--- src/rtl/xrv1_wb_arb.sv ---
// xrv1_wb_arb: merges ALU and buffered LSU/MDU results into one registered register-file write port
module xrv1_wb_arb #(
    parameter int data_width_p    = 32,
    parameter int rf_addr_width_p = 5,
    parameter int fifo_depth_p    = 4,
    parameter int starve_limit_p  = 8
) (
    input  logic                              clk_i,
    input  logic                              rst_ni,
    input  logic                              alu_v_i,
    input  logic [rf_addr_width_p-1:0]        alu_rd_addr_i,
    input  logic [data_width_p-1:0]           alu_data_i,
    output logic                              alu_stall_o,
    input  logic                              lsu_v_i,
    output logic                              lsu_ready_o,
    input  logic [rf_addr_width_p-1:0]        lsu_rd_addr_i,
    input  logic [data_width_p-1:0]           lsu_data_i,
    output logic                              rd_w_en_o,
    output logic [rf_addr_width_p-1:0]        rd_addr_o,
    output logic [data_width_p-1:0]           rd_data_o,
    output logic [$clog2(fifo_depth_p):0]     fifo_count_o,
    output logic                              busy_o
);
    localparam int ptr_w = $clog2(fifo_depth_p);
    localparam int cnt_w = ptr_w + 1;
    localparam int st_w  = $clog2(starve_limit_p + 1);
    localparam int ent_w = rf_addr_width_p + data_width_p;

    logic [ent_w-1:0]           mem [fifo_depth_p];
    logic [ptr_w-1:0]           wr_ptr, rd_ptr;
    logic [cnt_w-1:0]           count;
    logic [st_w-1:0]            starve;
    logic                       empty, acc, pop, byp, push, sel;
    logic [rf_addr_width_p-1:0] head_addr, sel_addr;
    logic [data_width_p-1:0]    head_data, sel_data;

    always_comb begin
        empty       = count == '0;
        lsu_ready_o = count < cnt_w'(fifo_depth_p);
        acc         = lsu_v_i && lsu_ready_o;
        pop         = !alu_v_i && !empty;
        byp         = !alu_v_i && empty && acc;
        push        = acc && !byp;
        sel         = alu_v_i || pop || byp;
        {head_addr, head_data} = mem[rd_ptr];
        sel_addr    = alu_v_i ? alu_rd_addr_i : pop ? head_addr : lsu_rd_addr_i;
        sel_data    = alu_v_i ? alu_data_i : pop ? head_data : lsu_data_i;
        alu_stall_o = starve == st_w'(starve_limit_p);
        fifo_count_o = count;
        busy_o      = !empty || rd_w_en_o;
    end

    always_ff @(posedge clk_i)
        if (push) mem[wr_ptr] <= {lsu_rd_addr_i, lsu_data_i};

    always_ff @(posedge clk_i or negedge rst_ni) begin
        if (!rst_ni) begin
            wr_ptr    <= '0;
            rd_ptr    <= '0;
            count     <= '0;
            starve    <= '0;
            rd_w_en_o <= 1'b0;
            rd_addr_o <= '0;
            rd_data_o <= '0;
        end else begin
            wr_ptr    <= push ? wr_ptr + ptr_w'(1) : wr_ptr;
            rd_ptr    <= pop ? rd_ptr + ptr_w'(1) : rd_ptr;
            count     <= count + cnt_w'(push) - cnt_w'(pop);
            starve    <= (pop || empty) ? '0 : alu_stall_o ? starve : starve + st_w'(1);
            rd_w_en_o <= sel && (sel_addr != '0);
            if (sel) begin
                rd_addr_o <= sel_addr;
                rd_data_o <= sel_data;
            end
        end
    end

    // Upstream must not issue ALU results while stalled; the ALU would still win arbitration.
    a_no_alu_in_stall: assert property (@(posedge clk_i) disable iff (!rst_ni) !(alu_stall_o && alu_v_i));
endmodule

--- config.mk ---
export PLATFORM = sky130hd
export DESIGN_NAME = xrv1_wb_arb
export DESIGN_NICKNAME = d
export VERILOG_FILES = /design/src/rtl/xrv1_wb_arb.sv
export SDC_FILE = /design/constraint.sdc
export NUM_CORES = 1
export LEC_CHECK = 0
export ABC_AREA = 1
export CORE_MARGIN = 4
export CORE_UTILIZATION = 45
export DETAILED_ROUTE_END_ITERATION = 6
export HOLD_SLACK_MARGIN = 0.03
export PLACE_DENSITY = 0.71
export SYNTH_ARGS = -nofsm -noshare
export SYNTH_HDL_FRONTEND = slang
export SYNTH_SLANG_ARGS = --single-unit
--- constraint.sdc ---
create_clock -name clk_i -period 6.3 [get_ports clk_i]
set_input_delay 1.575 -clock clk_i [delete_from_list [all_inputs] [get_ports clk_i]]
set_output_delay 1.575 -clock clk_i [all_outputs]
set_load 0.05 [all_outputs]
### Yosys cells after proc, flatten, opt, wreduce, memory -nomap -nowiden

Memories as Yosys holds them, arrays and structs flattened.
Index checks and enable logic that the tools add are counted.

| storage, ports and cells | value |
|---|---|
| register bits after elaboration | 49 |
| memories | 1 |
| input port bits | 78 |
| RAM bits | 148 |

Memories:

| memory | words | width | rd ports | clocked after memory_dff | wr ports | RTL line | text |
|---|---|---|---|---|---|---|---|
| mem | 4 | 37 | 1 | 0 | 1 | 29 | `logic [ent_w-1:0] mem [fifo_depth_p];` |

| cells by class | value |
|---|---|
| mux-type cells | 8 |
| $lt $le $gt $ge | 1 |
| add/sub/neg operators | 5 |
| equality and inequality tests | 2 |
| reductions and logical operators | 15 |

Operators with widths:

| kind | number |
|---|---|
| $mux W32 | 2 |
| $mux W5 | 2 |
| $mux W4 | 2 |
| $logic_and A1 B1 Y1 | 6 |
| $reduce_bool A5 Y1 | 1 |
| $add A2 B1 Y2 const B | 2 |
| $add A4 B1 Y4 const B | 1 |
| $eq A4 B4 Y1 const B | 1 |
| $logic_or A1 B1 Y1 | 4 |
| $add A3 B1 Y3 | 1 |
| $logic_not A1 Y1 | 3 |
| $logic_not A3 Y1 | 1 |
| $lt A3 B3 Y1 const B | 1 |
| $sub A3 B1 Y3 | 1 |
| $mux W1 | 2 |
| $ne A2 B1 Y1 const B | 1 |

### Longest topological paths before layout

Gate-level depths: netlist of the first run.

| logic depth | value |
|---|---|
| depth after elaboration | 7 |
| gate-level depth with buffers | 11 |
| mapped depth without buffers | 11 |

### Least setup slack after synthesis of the first run

No wires, ideal clock.

| timing path | value |
|---|---|
| kind | input port to flip-flop |
| from | in alu_v_i |
| to | mem mem[0][0] (netlist bit) (enable) |
| path buffers | 0 |
| setup time | 431 ps |
| data required time | 5869 ps |
| arrival time | 3401 ps |
| cell stages on the path | 4 |
| path slack | 2468 ps |
| path through | nor2_8 -> inv_1 -> nand3_2 -> nor2_1 |

| between the ends | value |
|---|---|
| longest elaborated chain between the ends | 7 |

RTL lines:

| item | RTL line | text |
|---|---|---|
| start: declaration | 10 | `input logic alu_v_i,` |
| $logic_not A1 Y1 | 42 | `byp = !alu_v_i && empty && acc;` |
| $logic_and A1 B1 Y1 (2 in series) | 42 |  |
| $logic_not A1 Y1 | 43 | `push = acc && !byp;` |
| $logic_and A1 B1 Y1 | 43 |  |
| $mux W1 | 54 | `if (push) mem[wr_ptr] <= {lsu_rd_addr_i, lsu_data_i};` |
| $mux W1 (not written as such) | 54 |  |
| end: declaration | 29 |  |

Every way passes these cells.

### Worst setup path after layout of the first run

| timing path | value |
|---|---|
| from | in alu_v_i |
| to | mem mem[1][1] (netlist bit) (enable) |

The elaborated chain is that of the path after synthesis.

==> results by group, run 1 <==
Outcome
  • Status: complete, no violations

STA
  • RSZ-0062 raised after global routing: false
  • Setup Viol. Count Final: 0
  • Final worst path period need: just under 4 ns
  • Max Freq: about 0.26 GHz
  • Worst Skew: 0.00842 ns
  • Fin. Hold Viols: 0
  • Final Max Tran Viols: 0
  • Max transition margin: 0.170
  • Post-Route Setup TNS: 0 ns
  • Final Cycle Share: 0.619
  • Worst-margin pin slew: approximately 1.2 ns

Yosys
  • Post-synth top area cell: edfxtp_1
  • Mean Syn Cell Area: 11.4 um2
  • Post-synth top cells: nand2_1, edfxtp_1, nand3_1
  • Share of Yosys cell area claimed by the top area cell type: 0.528
  • Synth Cell Area: 8410 um2
  • Yosys warnings: 0
  • Ys async rst share: 0.249
  • Post-synthesis sequential area ratio: 0.674
  • Yosys reg bits: 197
  • Cells after Synth: about 740
  • Post-synth cell types: 31
  • Synth Flop Type: edfxtp_1
  • Syn Nets: about 820
  • EDFF count, synth: 148
  • Most numerous cell in the Yosys netlist: nand2_1
  • Main area contributors after synthesis: edfxtp_1, dfrtp_1, nand2_1, nand3_1, a41oi_2

Clock network
  • CTS H-Tree Depth: 4
  • Clk_lat worst skew: approximately 0.43 ns
  • CTS root buf: clkbuf_16
  • CTS tree: done
  • Clock sink count: just under 200
  • Post-CTS sizing: 0
  • Cts hold-fix bufs: 0
  • Clk buf depth: 2
  • TritonCTS Buffers: 17
  • Reg clk slew, reported paths: approximately 0.060 ns
  • Post CTS Setup Buffer Count: 0

Power and ir drop
  • Clock share of power: 0.222
  • Psw: between 0.0015 and 0.002 W
  • Sw Ratio: 0.395
  • Pint: approximately 0.0029 W
  • Total Power: about 0.0047 W
  • Leakage: slightly below 4 nW
  • Share of power burned in registers: 0.385
  • Peak supply drop: 0.000243 V
  • Pwr/cell area: about 460 nW/um2
  • Gate power share: 0.393

Die
  • # rows: 49
  • Die height: around 140 um
  • Die Area: ~21000 um2
  • Die W: between 100 and 150 um
  • IO Pins: 122
  • Core Region: ~18000 um2
  • Initial core utilization: 0.463

Layout
  • Final core occ: 0.569
  • Layout cells sized above 1: 0.0890
  • Layout net count: between 900 and 1000
  • Area grow syn2layout: 22.7%
  • Antenna cells: 0
  • Design area: between 10000 and 15000 um2
  • Fillers: 1496

Setup path
  • Critical path's slowest cell: nor2_4
  • Worst endpoint data arrival time: roughly 3.9 ns
  • Setup crit end kind: flop
  • CP max FO: 39
  • Cell chain of the critical path: buf_2, nor2_8, inv_1, nand3_2, nor2_4
  • Worst Path Required: between 6 and 7 ns
  • Max stage delay on crit path: approximately 1.0 ns
  • Critical path class: in -> reg
  • Startpoint Class: primary input

Routing
  • Wire length per cell: between 15 and 20 um
  • DRT Pass-1 Iters: 5
  • # DRC: 0
  • Final ANT Viol Nets: 0
  • Total number of vias: about 5700
  • Drt total wl: 18600 um
  • Initial DRC Count: 365
  • Vias per cell: around 5.2

Placement
  • Cell Area, Placed: slightly below 10000 um2
  • DP HPWL: between 10000 and 15000 um
  • Gpl congestion: between 0.7 and 0.8
  • PortBufs: between 100 and 150

Global route
  • Largest net degree at the start of global routing: approximately 80
  • Overflow after GRT: 0
  • Initial antenna violation count: 0
  • First-pass GRT wire length: around 29000 um
  • Vias in the first global route: 5601
  • Total GRT Usage: 0.181

Worst hold path
  • Min-Delay Path Class: reg -> reg

Job
  • Max-cap violations: 0
## critical path: cells and delay by family
kind | cells | cell delay, ns
buffers and inverters | 2 | 0.79
AND/OR/NAND/NOR | 3 | 1.54
## registers in the layout (all words and copies together), names as in the netlist
name and cells:
fifo_count_o 3, mem 148, rd_addr_o 5, rd_data_o 32, rd_ptr 2, rd_w_en_o 1
starve 4, wr_ptr 2
## metrics by stage
stage	instances	hold slack (ns)	setup WS (ns)
after global routing	1083	0.520	2.20
final	1083	0.488	2.40
after CTS	1083	0.496	2.36
after detailed placement	1051	0.479	1.91
after global placement	1051	0.475	2.00
after floorplan	736	0.520	2.47
## cells by family after synthesis
group / count (synthesis) / share of synthesized area
XOR/XNOR: 6 / 0.00625
AND/OR/NAND/NOR: 394 / 0.198
AO/OA/AOI/OAI: 57 / 0.0669
adder cells (fa/ha/maj): 9 / 0.0143
flip-flops: 197 / 0.674
buffers and inverters: 73 / 0.0400
## worst paths after layout
check                                                 end  slack, ns                      start  cells past startpoint
worst max-delay path                  mem[1][1]$_DFFE_PP_       2.40                    alu_v_i                      5
worst max register to register  fifo_count_o[2]$_DFF_PN0_       3.56  fifo_count_o[1]$_DFF_PN0_                     11
worst min-delay path             rd_addr_o[4]$_DFFE_PN0P_       0.49   rd_addr_o[4]$_DFFE_PN0P_                      2
max in group asynchronous           rd_ptr[1]$_DFFE_PN0N_       4.50                     rst_ni                      2
min in group asynchronous           starve[2]$_DFFE_PN0P_       1.29                     rst_ni                      2
worst min register to register   rd_addr_o[4]$_DFFE_PN0P_       0.49   rd_addr_o[4]$_DFFE_PN0P_                      2
## cell usage in the layout, fill, tap and decap left out, drive strengths merged
master           n
nand2          226
edfxtp         148
clkdlybuf4s50  119
nand3          103
nor2            57
dfrtp           49
inv             36
a41oi           23
clkbuf          19
o21ai           16
a21oi            8
ha               8
a31oi            7
buf              7
nand4            5
clkinv           5
xnor2            3
xor2             3
clkinvlp         3
o22a             2
bufinv           2
or2              1
nor2b            1
nor3             1
a211oi           1
fa               1
## routing by layer
layer,up-vias,global-route usage,wire (um)
met5,-,0,0
met4,0,0.0579,276
met3,21,0.0368,910
met2,162,0.310,9320
met1,2743,0.234,8090
li1,2755,-,-
## power groups by stage
stage | clock network, W | logic [W] | registers, W
2_1_floorplan | 0 | 0.000843 | 0.00227
3_3_place_gp | 0 | 0.00184 | 0.00184
3_5_place_dp | 0 | 0.00187 | 0.00184
4_1_cts | 0.00106 | 0.00187 | 0.00182
5_1_grt | 0.00112 | 0.00201 | 0.00184
6_report | 0.00105 | 0.00185 | 0.00181
## area by class of cell
| cell class | count | area, um2 | area share |
|---|---|---|---|
| Inverter | 33 | 124 | 0.0120 |
| Tap cell | 229 | 287 | 0.0278 |
| Clock inverter | 13 | 133 | 0.0129 |
| Sequential cell | 197 | 5670 | 0.550 |
| Multi-Input combinational cell | 466 | 2430 | 0.236 |
| Timing Repair Buffer | 126 | 1240 | 0.120 |
| Clock buffer | 19 | 433 | 0.0419 |
Power figures use the tool's default switching activity.
==> run 2: changes to the inputs <==
clock period = 3.92 ns   (was 6.3 ns; I/O delays follow)
==> run 2 against run 1 <==
Against the previous run: total power is 65% higher; first-iteration DRC count is 17% higher; final cell count is 0.65% higher; via count is 0.21% higher; worst hold slack worse by 0.0061 ns; final area is 1.6% higher; non-clock buffer count is 7 higher; sequential share of layout area is 0.85 points lower; global-route usage is 0.93 points higher; die area stayed put; flip-flop and latch count stayed put; count of clock-buffer cells in the layout stayed put.
==> results by group, run 2 (synthesized netlist as in run 1, its figures left out) <==
Outcome
  • Status: complete, no violations

Global route
  • Largest net degree at the start of global routing: 78
  • Overflow after GRT: 0
  • Total GRT Usage: 0.191
  • First-pass GRT wire length: slightly above 30000 um
  • Initial antenna violation count: 0
  • Vias in the first global route: between 5000 and 6000

Setup path
  • CP max FO: 6
  • FF-to-FF path depth: 7
  • Cell chain of the critical path: nor2_4, nand2_4, or2_2, clkdlybuf4s50_1
  • Startpoint Class: flop
  • Worst endpoint data arrival time: approximately 2.2 ns
  • Critical path class: reg -> out
  • Setup crit end kind: output pin
  • Critical path's slowest cell: clkdlybuf4s50_1
  • Max stage delay on crit path: approximately 0.7 ns
  • Critical R2R Launch: fifo_count_o[1]$_DFF_PN0_
  • Worst Path Required: around 2.9 ns
  • Reg-to-Reg End: rd_addr_o[2]$_DFFE_PN0P_
  • R2r setup slk: between 1 and 1.5 ns

STA
  • Post-Route Setup TNS: 0 ns
  • Final worst path period need: 3.19 ns
  • Final Cycle Share: 0.815
  • Max transition margin: 0.323
  • Worst Skew: 0.0180 ns
  • Fin. Hold Viols: 0
  • Worst-margin pin slew: about 1.0 ns
  • Setup WS post-layout: 0.726 ns
  • Final Max Tran Viols: 0
  • Setup Viol. Count Final: 0
  • RSZ-0062 raised after global routing: false
  • Max Freq: roughly 0.31 GHz

Layout
  • Number of flip-flops under the largest register name: between 100 and 150
  • Area grow syn2layout: 24.7%
  • Antenna cells: 0
  • Design area: roughly 10000 um2
  • Biggest register: mem
  • Layout net count: about 940
  • Layout cells sized above 1: 0.0952
  • Most common cell after layout, fill and taps aside: nand2_1
  • Largest regs: mem (148), rd_data_o (32), rd_addr_o (5)
  • Commonest non-fill, non-tap cells in the layout: nand2_1, edfxtp_1, clkdlybuf4s50_1

Die
  • Initial core utilization: 0.463
  • Die height: about 140 um
  • Die Area: between 20000 and 25000 um2
  • # rows: 49
  • Die W: about 140 um
  • IO Pins: 122
  • Core Region: about 18000 um2

Clock network
  • TritonCTS Buffers: 17
  • CTS H-Tree Depth: 4
  • Clk buf depth: 2
  • CTS tree: done
  • Post-CTS sizing: 0
  • Post CTS Setup Buffer Count: 0
  • Clock sink count: around 200
  • Reg clk slew, reported paths: about 0.07 ns
  • CTS root buf: clkbuf_16
  • Clk_lat worst skew: 0.43 ns
  • Cts hold-fix bufs: 0

Placement
  • Cell Area, Placed: 9870 um2
  • PortBufs: around 120
  • DP HPWL: around 12000 um
  • Place WS: between 0.8 and 0.9 ns
  • Gpl congestion: between 0.7 and 0.8

Routing
  • Wire length per cell: roughly 18 um
  • Drt total wl: 19200 um
  • Initial DRC Count: 427
  • DRT Pass-1 Iters: 4
  • Total number of vias: ~5700
  • Final ANT Viol Nets: 0
  • Vias per cell: 5.22
  • # DRC: 0

Power and ir drop
  • Gate power share: 0.392
  • Leakage: 3.93 nW
  • Peak supply drop: approximately 0.00036 V
  • Sw Ratio: 0.389
  • Psw: ~0.003 W
  • Total Power: ~0.008 W
  • Clock share of power: 0.233
  • Pint: roughly 0.0047 W
  • Pwr/cell area: approximately 740 nW/um2
  • Share of power burned in registers: 0.375

Worst hold path
  • Worst hold endpoint: rd_addr_o[3]$_DFFE_PN0P_
  • WHS Path Cells: 2
  • Hold Startpoint: rd_addr_o[3]$_DFFE_PN0P_
  • Min-Delay Path Class: reg -> reg

Job
  • Max-cap violations: 0
## run 2: changes by cell type in the layout (fill, tap and decap cells not counted)
cell / delta
buf_12: +5
clkinv_2: -3
buf_4: +2
bufinv_16: +2
inv_6: -2
clkinv_1: +1
clkinv_4: +1
clkinvlp_4: +1
## run 2: worst max path at each step
stage	start	end	slack, ns	cells past startpoint
after CTS	fifo_count_o[1]$_DFF_PN0_	busy_o	0.70	4
after floorplan	fifo_count_o[2]$_DFF_PN0_	mem[0][0]$_DFFE_PP_	0.52	6
after detailed placement	lsu_v_i	fifo_count_o[2]$_DFF_PN0_	0.89	8
after global routing	fifo_count_o[1]$_DFF_PN0_	busy_o	0.63	4
after global placement	lsu_v_i	fifo_count_o[1]$_DFF_PN0_	0.90	8
final	fifo_count_o[1]$_DFF_PN0_	busy_o	0.73	4
## run 2: critical path, delay by kind of cell, from the launching register on
| kind | cells | cell delay (ns) |
|---|---|---|
| simple gates | 3 | 0.63 |
| flops | 1 | 0.46 |
| buf+inv | 1 | 0.70 |
## run 2: power groups by stage
stage | logic [W] | registers (W) | clock network [W]
after floorplan | 0.00136 | 0.00365 | 0
after global routing | 0.00331 | 0.00296 | 0.00194
after global placement | 0.00302 | 0.00295 | 0
after detailed placement | 0.00306 | 0.00296 | 0
final | 0.00304 | 0.00291 | 0.00181
after CTS | 0.00308 | 0.00292 | 0.00184
## run 2: per-layer routing
metal	wire (um)	GRT usage
met5	0	0
met2	9760	0.322
met1	8200	0.256
met4	257	0.0594
met3	1000	0.0302
## run 2: final cells by class
cell class                 instances  area [um2]
fill                            1484        7660
sequential                       197        5670
multi-input combinational        466        2430
timing repair buffer             133        1350
clock buffer                      19         433
tap                              229         287
clock inverter                    13         180
inverter                          33         124
## run 2: per-stage QoR
stage	std cells	hold slack, ns	utilization
global route	1090	0.513	0.578
global placement	1058	0.469	0.544
floorplan	736	0.520	-
finish	1090	0.482	0.578
CTS	1090	0.491	0.578
detailed placement	1058	0.473	0.544
